**src/rtl/ysyx_23060096_gpr_file.sv**
```systemverilog
// NPC general-purpose register file: 2 read / 1 write ports, x0 = 0, write bypass,
// busy scoreboard and a post-reset clear sweep. Optional difftest port: YSYX_23060096_GPR_DEBUG_PORT_EN.
module ysyx_23060096_gpr_file #(
  parameter int XLEN = 32,
  parameter int NREG = 32,
  parameter int AW   = 5
) (
  input  logic            clk,
  input  logic            rst,
  output logic            ready,
  input  logic [AW-1:0]   raddr1,
  output logic [XLEN-1:0] rdata1,
  input  logic [AW-1:0]   raddr2,
  output logic [XLEN-1:0] rdata2,
  input  logic            w_en,
  input  logic [AW-1:0]   waddr,
  input  logic [XLEN-1:0] wdata,
  input  logic            iss_en,
  input  logic [AW-1:0]   iss_rd,
  output logic            busy1,
  output logic            busy2
`ifdef YSYX_23060096_GPR_DEBUG_PORT_EN
  ,
  input  logic [AW-1:0]   dbg_raddr,
  output logic [XLEN-1:0] dbg_rdata
`endif
);

  localparam logic [0:0] ST_CLEAR = 1'b0;
  localparam logic [0:0] ST_RUN   = 1'b1;

  logic [0:0]      state_reg;
  logic [AW-1:0]   clr_idx_reg;
  logic            run;
  logic [XLEN-1:0] rf_mem [NREG];
  logic            rf_we;
  logic [AW-1:0]   rf_wa;
  logic [XLEN-1:0] rf_wd;
  logic [NREG-1:0] busy_reg;
  logic [NREG-1:0] busy_next;
  logic [AW-1:0]   rd_addr [2];
  logic [XLEN-1:0] rd_data [2];
  logic            rd_busy [2];
  logic            wb_hit  [2];

  assign run   = (state_reg == ST_RUN);
  assign ready = run;

  // Sweep starts at 1 because x0 is never read from the array.
  always_ff @(posedge clk or posedge rst) begin
    if (rst) begin
      state_reg   <= ST_CLEAR;
      clr_idx_reg <= AW'(1);
    end else if (state_reg == ST_CLEAR) begin
      if (clr_idx_reg == AW'(NREG - 1)) begin
        state_reg <= ST_RUN;
      end else begin
        clr_idx_reg <= clr_idx_reg + AW'(1);
      end
    end
  end

  // Single physical write port shared by the clear sweep and writeback.
  always_comb begin
    rf_we = 1'b0;
    rf_wa = waddr;
    rf_wd = wdata;
    if (!run) begin
      rf_we = 1'b1;
      rf_wa = clr_idx_reg;
      rf_wd = '0;
    end else begin
      rf_we = w_en && (waddr != '0);
    end
  end

  always_ff @(posedge clk) begin
    if (rf_we) begin
      rf_mem[rf_wa] <= rf_wd;
    end
  end

  // Issue set takes priority over writeback clear on the same index.
  assign busy_next[0] = 1'b0;
  for (genvar gi = 1; gi < NREG; gi++) begin : g_busy
    assign busy_next[gi] = (run && iss_en && (iss_rd == AW'(gi))) ? 1'b1 :
                           (run && w_en   && (waddr  == AW'(gi))) ? 1'b0 :
                           busy_reg[gi];
  end

  always_ff @(posedge clk or posedge rst) begin
    if (rst) begin
      busy_reg <= '0;
    end else begin
      busy_reg <= busy_next;
    end
  end

  assign rd_addr[0] = raddr1;
  assign rd_addr[1] = raddr2;

  for (genvar gi = 0; gi < 2; gi++) begin : g_rd
    assign wb_hit[gi] = w_en && (waddr == rd_addr[gi]);
    always_comb begin
      rd_data[gi] = '0;
      rd_busy[gi] = 1'b0;
      if (run && (rd_addr[gi] != '0)) begin
        rd_data[gi] = wb_hit[gi] ? wdata : rf_mem[rd_addr[gi]];
        rd_busy[gi] = busy_reg[rd_addr[gi]] && !wb_hit[gi];
      end
    end
  end

  assign rdata1 = rd_data[0];
  assign rdata2 = rd_data[1];
  assign busy1  = rd_busy[0];
  assign busy2  = rd_busy[1];

`ifdef YSYX_23060096_GPR_DEBUG_PORT_EN
  assign dbg_rdata = (run && (dbg_raddr != '0)) ? rf_mem[dbg_raddr] : '0;
`endif

endmodule

```
**config.mk**
```make
export PLATFORM = sky130hd
export DESIGN_NAME = ysyx_23060096_gpr_file
export DESIGN_NICKNAME = d
export VERILOG_FILES = /design/src/rtl/ysyx_23060096_gpr_file.sv
export SDC_FILE = /design/constraint.sdc
export NUM_CORES = 1
export LEC_CHECK = 0
export BUFFER_PORTS_ARGS = -buffer_cell sky130_fd_sc_hd__buf_2
export CAP_MARGIN = 0
export CELL_PAD_IN_SITES_DETAIL_PLACEMENT = 0
export CELL_PAD_IN_SITES_GLOBAL_PLACEMENT = 1
export CORE_MARGIN = 2
export CORE_UTILIZATION = 55
export DETAILED_ROUTE_END_ITERATION = 10
export PLACE_DENSITY_LB_ADDON = 0.1
export REMOVE_ABC_BUFFERS = 1
export SETUP_SLACK_MARGIN = 0.4
export SLEW_MARGIN = 0
export SYNTH_ARGS = -nofsm -noshare
export SYNTH_HDL_FRONTEND = slang
export SYNTH_SLANG_ARGS = --single-unit
export TNS_END_PERCENT = 100
```
**constraint.sdc**
```tcl
create_clock -name clk -period 4.8 [get_ports clk]
set_clock_uncertainty 0.1 [all_clocks]
set_input_delay 0.24 -clock clk [delete_from_list [all_inputs] [get_ports clk]]
set_output_delay 0.24 -clock clk [all_outputs]
set_load 0.005 [all_outputs]
```
Word-level counts from Yosys, hierarchy flattened
Memory sizes are Yosys's and may differ from the RTL's.
Cells that the tools add are included.
Widths: inputs -> output; s select.
{"block": "totals", "ff_bits": 37, "ram_bits": 1024, "input_bits": 56, "out_inout_bits": 67, "wordCells": 291, "n_memories": 1}
{"block": "op_classes", "addsub": 1, "magnitude_cmp": 2, "eq_ne": 65, "mux": 79, "n_bitwise": 2, "reduce_logical": 108}
{"name": "rf_mem", "words": 32, "word_bits": 32, "read_ports": 2, "rd_ports_with_merged_regs": 0, "write_ports": 1, "line": "35", "text": "logic [XLEN-1:0] rf_mem [NREG];"}
{"cell": "$eq 5x5->1 const B", "n": 33}
{"cell": "$mux 32", "n": 5}
{"cell": "$eq 5x4->1 const B", "n": 16}
{"cell": "$logic_and 1x1->1", "n": 71}
{"cell": "$mux 1", "n": 71}
{"cell": "$reduce_bool 2->1", "n": 31}
{"cell": "$eq 5x3->1 const B", "n": 8}
{"cell": "$eq 5x2->1 const B", "n": 4}
{"cell": "$reduce_bool 5->1", "n": 3}
{"cell": "$lt 5x6->1 const B", "n": 2}
{"cell": "$bmux 1 s5", "n": 2}
{"cell": "$eq 5x1->1 const B", "n": 2}
{"cell": "$eq 5x5->1", "n": 2}
{"cell": "$add 5x1->5 const B", "n": 1}
{"cell": "$mux 5", "n": 1}
{"cell": "$logic_not 1->1", "n": 2}
{"cell": "$not 1->1", "n": 2}
{"cell": "$reduce_and 2->1", "n": 1}

Depth between registers and ports, before layout
{"block": "logic_depth", "depth_word": 5, "ltp_mapped": 10}

Worst setup path before layout
Ideal clock, no wire load.
{"block": "synth_path", "path_kind": "register -> register", "from": "register state_reg (netlist: ready)", "to": "memory rf_mem[10][0], enable pin", "setup_ns": 0.421, "arrival_ns": 2.924, "required_ns": 4.279, "path_slack_ns": 1.355, "stages_incl_launch_ff": 8, "cell_sequence": "dfrtp_1 -> clkbuf_1 -> buf_1 -> clkbuf_1 -> nand3b_1 -> o21ai_0 -> nand2_1 -> nor2_1"}
{"block": "synth_via", "elab_chain_len": 3, "word_cells_on_any_way": 4, "classes_between": "4 x mux"}
{"element": "start, declared", "line": "32", "text": "logic [0:0] state_reg;"}
{"element": "start signal, assigned", "line": "52", "text": "state_reg <= ST_CLEAR;"}
{"element": "start signal, assigned", "line": "56", "text": "state_reg <= ST_RUN;"}
{"element": "$mux 1", "line": "68", "text": "if (!run) begin"}
{"element": "$mux 1", "line": "78", "text": "if (rf_we) begin"}
{"element": "$mux 1 (implied by the code)", "line": "79", "text": "rf_mem[rf_wa] <= rf_wd;"}
{"element": "end, declared", "line": "35"}
Parallel ways exist; a longest one is shown, timed or not.

Worst setup path after layout
{"block": "layout_path", "from": "register state_reg (netlist: ready)", "to": "output port rdata1[7]"}
{"block": "layout_via", "elab_chain_len": 2}
{"element": "$logic_and 1x1->1", "line": "107", "text": "if (run && (rd_addr[gi] != '0)) begin"}
{"element": "$mux 32", "line": "107"}
{"element": "end, declared", "line": "12", "text": "output logic [XLEN-1:0] rdata1,"}
Every way passes these cells.

==> metrics list <==
* Iteration-0 DRC count of the detailed router: between 4000 and 5000
- Time the final worst path needs with I/O delays and setup: 4.20 ns
* Total global-route track usage: 34.7%
- In this run, post-CTS repair resized a total of 0 instances.
* Xor-xnor portion of the synthesized cell area: less than 1%
- Routed WL: 163000 um
- The clock drives between 1000 and 1500 sinks.
- Together, buffers and inverters on the worst path number 2.
- For the pin with the worst max-slew slack, the measured transition is around 1.2 ns.
- On the critical path, the stage with the largest delay is an instance of sky130_fd_sc_hd__dfrtp_2.
* Ant diodes: 0
- The floorplan step defined a die boundary enclosing around 0.094 mm2.
- Crit end category: output port
- The startpoint identified for the worst register-to-register timing path is ready$_DFF_PP0_.
- Counting every instance in the synthesized netlist gives 2804.
- The via count of the first global-routing pass came to around 32000.
* Dominant synthesized flop cell: sky130_fd_sc_hd__edfxtp_1
* CTS tree: done
- In this run the worst hold path is classified as in -> async.
- Yosys mapped a number of flops with a built-in enable equal to just over 1000.
* Final net count: around 3000
- Derived from the worst setup path, the maximum achievable clock frequency is roughly 240 MHz.
- The total count of max-transition violations in the final report was 0.
* Total power draw: ~21 mW
- Once the floorplan was initialized, standard cells occupied 55.7% of the core.
- The endpoint identified for the worst register-to-register timing path is rf_mem[20][15]$_DFFE_PP_.
- After floorplanning, the core was divided into 110 placement rows.
* Clock network latency to the later pin of the worst-skew pair: 0.70 ns
* Post-placement setup slack: around 1.2 ns
* Family of cells with the greatest summed delay on the critical path: compound AO/OA/AOI/OAI gates
- The mapped netlist covers a little over 0.05 mm2.
* Number of antenna violations at the first check in global routing: 2
- The worst register-to-register path has a setup slack of approximately 1.2 ns.
* Residual overflow from global routing: 0
- The die is approximately 310 um wide.
- Once layout is complete, the cells apart from fillers number between 4000 and 5000.
- Max-cap violations in this run came to 0.
- Final hold analysis gives a worst-case slack of 0.0972 ns.
- Fraction of the mapped netlist area in adder cells: less than 1%
* Share of final-layout standard cells stronger than drive strength 1: 29.1%
* #FFs+latches synth: 1061
- The critical path is of the reg -> out type.
- By area, the combinational part of the netlist is dominated by multiplexers.
* Setup_tns: 0 ns
- For the worst setup path, the data required time is 4.46 ns.
- Yosys attributes the largest share of cell area to sky130_fd_sc_hd__edfxtp_1 (61%), sky130_fd_sc_hd__mux4_2 (18%), sky130_fd_sc_hd__mux2i_1 (5.4%), sky130_fd_sc_hd__dfrtp_1 (1.8%), sky130_fd_sc_hd__a22oi_1 (1.4%).
- Maximum cell stage delay along the critical path: roughly 1.0 ns
- Share of synthesized cell area in and, or, nand and nor gates: under 10%
- Final hold violations: 0
- Placeable core region: 0.0903 mm2
* Setup-violating endpoint count in the final report: 0
- No sink is reached through more buffers than the 3 on the longest clock path.
* Largest voltage drop on the vdd net: approximately 0.00033 V
- Detailed routing inserted a total of roughly 31000 vias.
- Once detailed placement completed, the half-perimeter wirelength came to around 94000 um.
- Buffers inserted during post-CTS setup optimization: 0
- At the end of routability-driven placement, the weighted congestion stood at between 0.8 and 0.9.
* Slew HR: between 20% and 30%
- Routed wire per std cell: between 30 and 40 um
* Dominant cell type by area after synthesis: sky130_fd_sc_hd__edfxtp_1
* Highest fanout seen on the critical path: 39
- In the routed layout, each cell is associated on average with a via count of 7.51.
- After clock tree synthesis, the clock-pin slew on the worst setup and hold paths is ~0.060 ns.
- Ys async rst share: under 10%
- The pre-antenna-repair detailed-routing pass consisted of 7 iterations.
* Critical path, cell by cell: o21ai_1, a311o_2, buf_4, nor2_1, a211o_1, buf_2
* Number of cells after detailed placement: 3974
- RSZ-0062 raised after global routing: no
- First-pass GRT wire length: 230000 um
- Die boundary height: 307 um
* Post-route antenna net violation count: 0
- The synthesized design devotes to its leading area cell type 61.1% of total area.
- Part of the cycle the worst path needs: approximately 90%
- Post-synthesis mux area share: a little under a quarter
- Mapped Avg Cell Area: about 18 um2
* Sequential share of the synthesized area: between 60% and 70%
- In this run the power density over the cells is 370 mW/mm2.
* Critical path startpoint category: flop
* H-tree depth reported by CTS: 3
- Data arrival time of the worst path: approximately 3.9 ns
- Total DRC errors in the routed layout: 0
- In the post-route analysis, the smallest setup slack over all paths is between 0.6 and 0.7 ns.
* Number of warnings reported in the yosys synthesis log: 0
- The flow ran to the end, and the final reports show no timing, DRC or antenna violations.
* Number of buffers created by CTS: 109
* Clock Root Buffer: sky130_fd_sc_hd__clkbuf_16
- In this run the count of I/O pins placed on the die edge is 123.
- From synthesis to final layout, the design area changed by 12.6%.
- Compound-Gate Fraction of Synth Area: approximately 8.8%
- In this run the static leakage power is between 15 and 20 nW.
* I/O Buffers: 122
* Worst reg2reg path depth: 4
- Entering global routing, the biggest net connects 65 pins.
* Cell variety after synth: 61
* Number of flip-flops in the largest register: about 1000
## power by group
group          internal, mW  total (mW)  switching [mW]
Clock                  5.20        8.84            3.64
Combinational         0.746        1.90            1.15
Sequential             10.2        10.3          0.0372
Total                  16.2        21.0            4.83
## cells in the mapped netlist, drive strengths merged, types with 43 or more instances
cell type     n
edfxtp     1024
mux4        392
mux2i       274
buf         131
a21oi       117
clkbuf      106
a22oi        96
a22o         72
o21ai        66
nor2         63
a221oi       62
o221ai       43
## placed cells by master, fill, tap and decap left out, types with 30 or more instances in the layout
cell	instances
sky130_fd_sc_hd__o21bai_1	31
sky130_fd_sc_hd__buf_4	79
sky130_fd_sc_hd__o21ai_0	65
sky130_fd_sc_hd__edfxtp_1	1024
sky130_fd_sc_hd__nor2_4	36
sky130_fd_sc_hd__a22o_1	72
sky130_fd_sc_hd__buf_2	114
sky130_fd_sc_hd__dfrtp_1	35
sky130_fd_sc_hd__mux4_2	392
sky130_fd_sc_hd__a21oi_1	117
sky130_fd_sc_hd__clkbuf_16	110
sky130_fd_sc_hd__mux2_2	34
sky130_fd_sc_hd__and2_1	32
sky130_fd_sc_hd__mux2i_1	274
sky130_fd_sc_hd__a221oi_1	62
sky130_fd_sc_hd__buf_12	33
sky130_fd_sc_hd__a211o_1	30
sky130_fd_sc_hd__o221ai_1	43
sky130_fd_sc_hd__a22oi_1	96
sky130_fd_sc_hd__o22ai_1	32
## through the flow
stage                     cell area (um2)  util [%]
after floorplan                     49100         -
after global placement              52800      58.5
after detailed placement            52800      58.5
after CTS                           56700      62.8
after global routing                56700      62.8
final                               56700      62.8
## cells by family after synthesis
logic type,after synthesis
compound gates,607
xor+xnor,13
fa+ha+maj,2
buf+inv,242
flops,1061
mux,700
simple gates,179
## worst max path at each step
stage / start / end / slack (ns) / depth (start not counted)
4_1_cts: ready$_DFF_PP0_ / rdata1[10] / 0.62 / 6
3_3_place_gp: raddr1[0] / rdata1[10] / 1.23 / 8
2_1_floorplan: raddr1[2] / rdata1[28] / 1.26 / 5
6_report: ready$_DFF_PP0_ / rdata1[7] / 0.60 / 6
5_1_grt: ready$_DFF_PP0_ / rdata1[7] / 0.49 / 6
3_5_place_dp: raddr1[4] / rdata1[10] / 1.22 / 8
## worst register-to-register path, delay by kind of cell (launching register included)
| kind | cells | cell delay, ns |
|---|---|---|
| buffers and inverters | 1 | 0.38 |
| and+or+nand+nor | 2 | 1.49 |
| DFF | 1 | 1.02 |
| muxes | 1 | 0.34 |
## layer usage
layer / routed length (um) / vias to the layer above / global-route usage, %
met5: 11 / - / 0
met4: 6880 / 2 / 13.2
met3: 17600 / 390 / 6.51
met2: 77000 / 2221 / 54.8
met1: 61100 / 16608 / 48.6
li1: - / 12274 / -
## area by class of cell
cell class / instances / area (um2)
Clock inverter: 68 / 846
Tap cell: 1176 / 1470
Multi-Input combinational cell: 1501 / 17700
Clock buffer: 138 / 2870
Timing Repair Buffer: 247 / 2050
Inverter: 5 / 18.8
Sequential cell: 1061 / 31700
Fill cell: 6364 / 33600
## repair_timing
item	CTS	global route
setup endpoints to repair	0	0
hold buffers	16	0
endpoints found under the hold margin	68	0
Power figures use the tool's default switching activity.
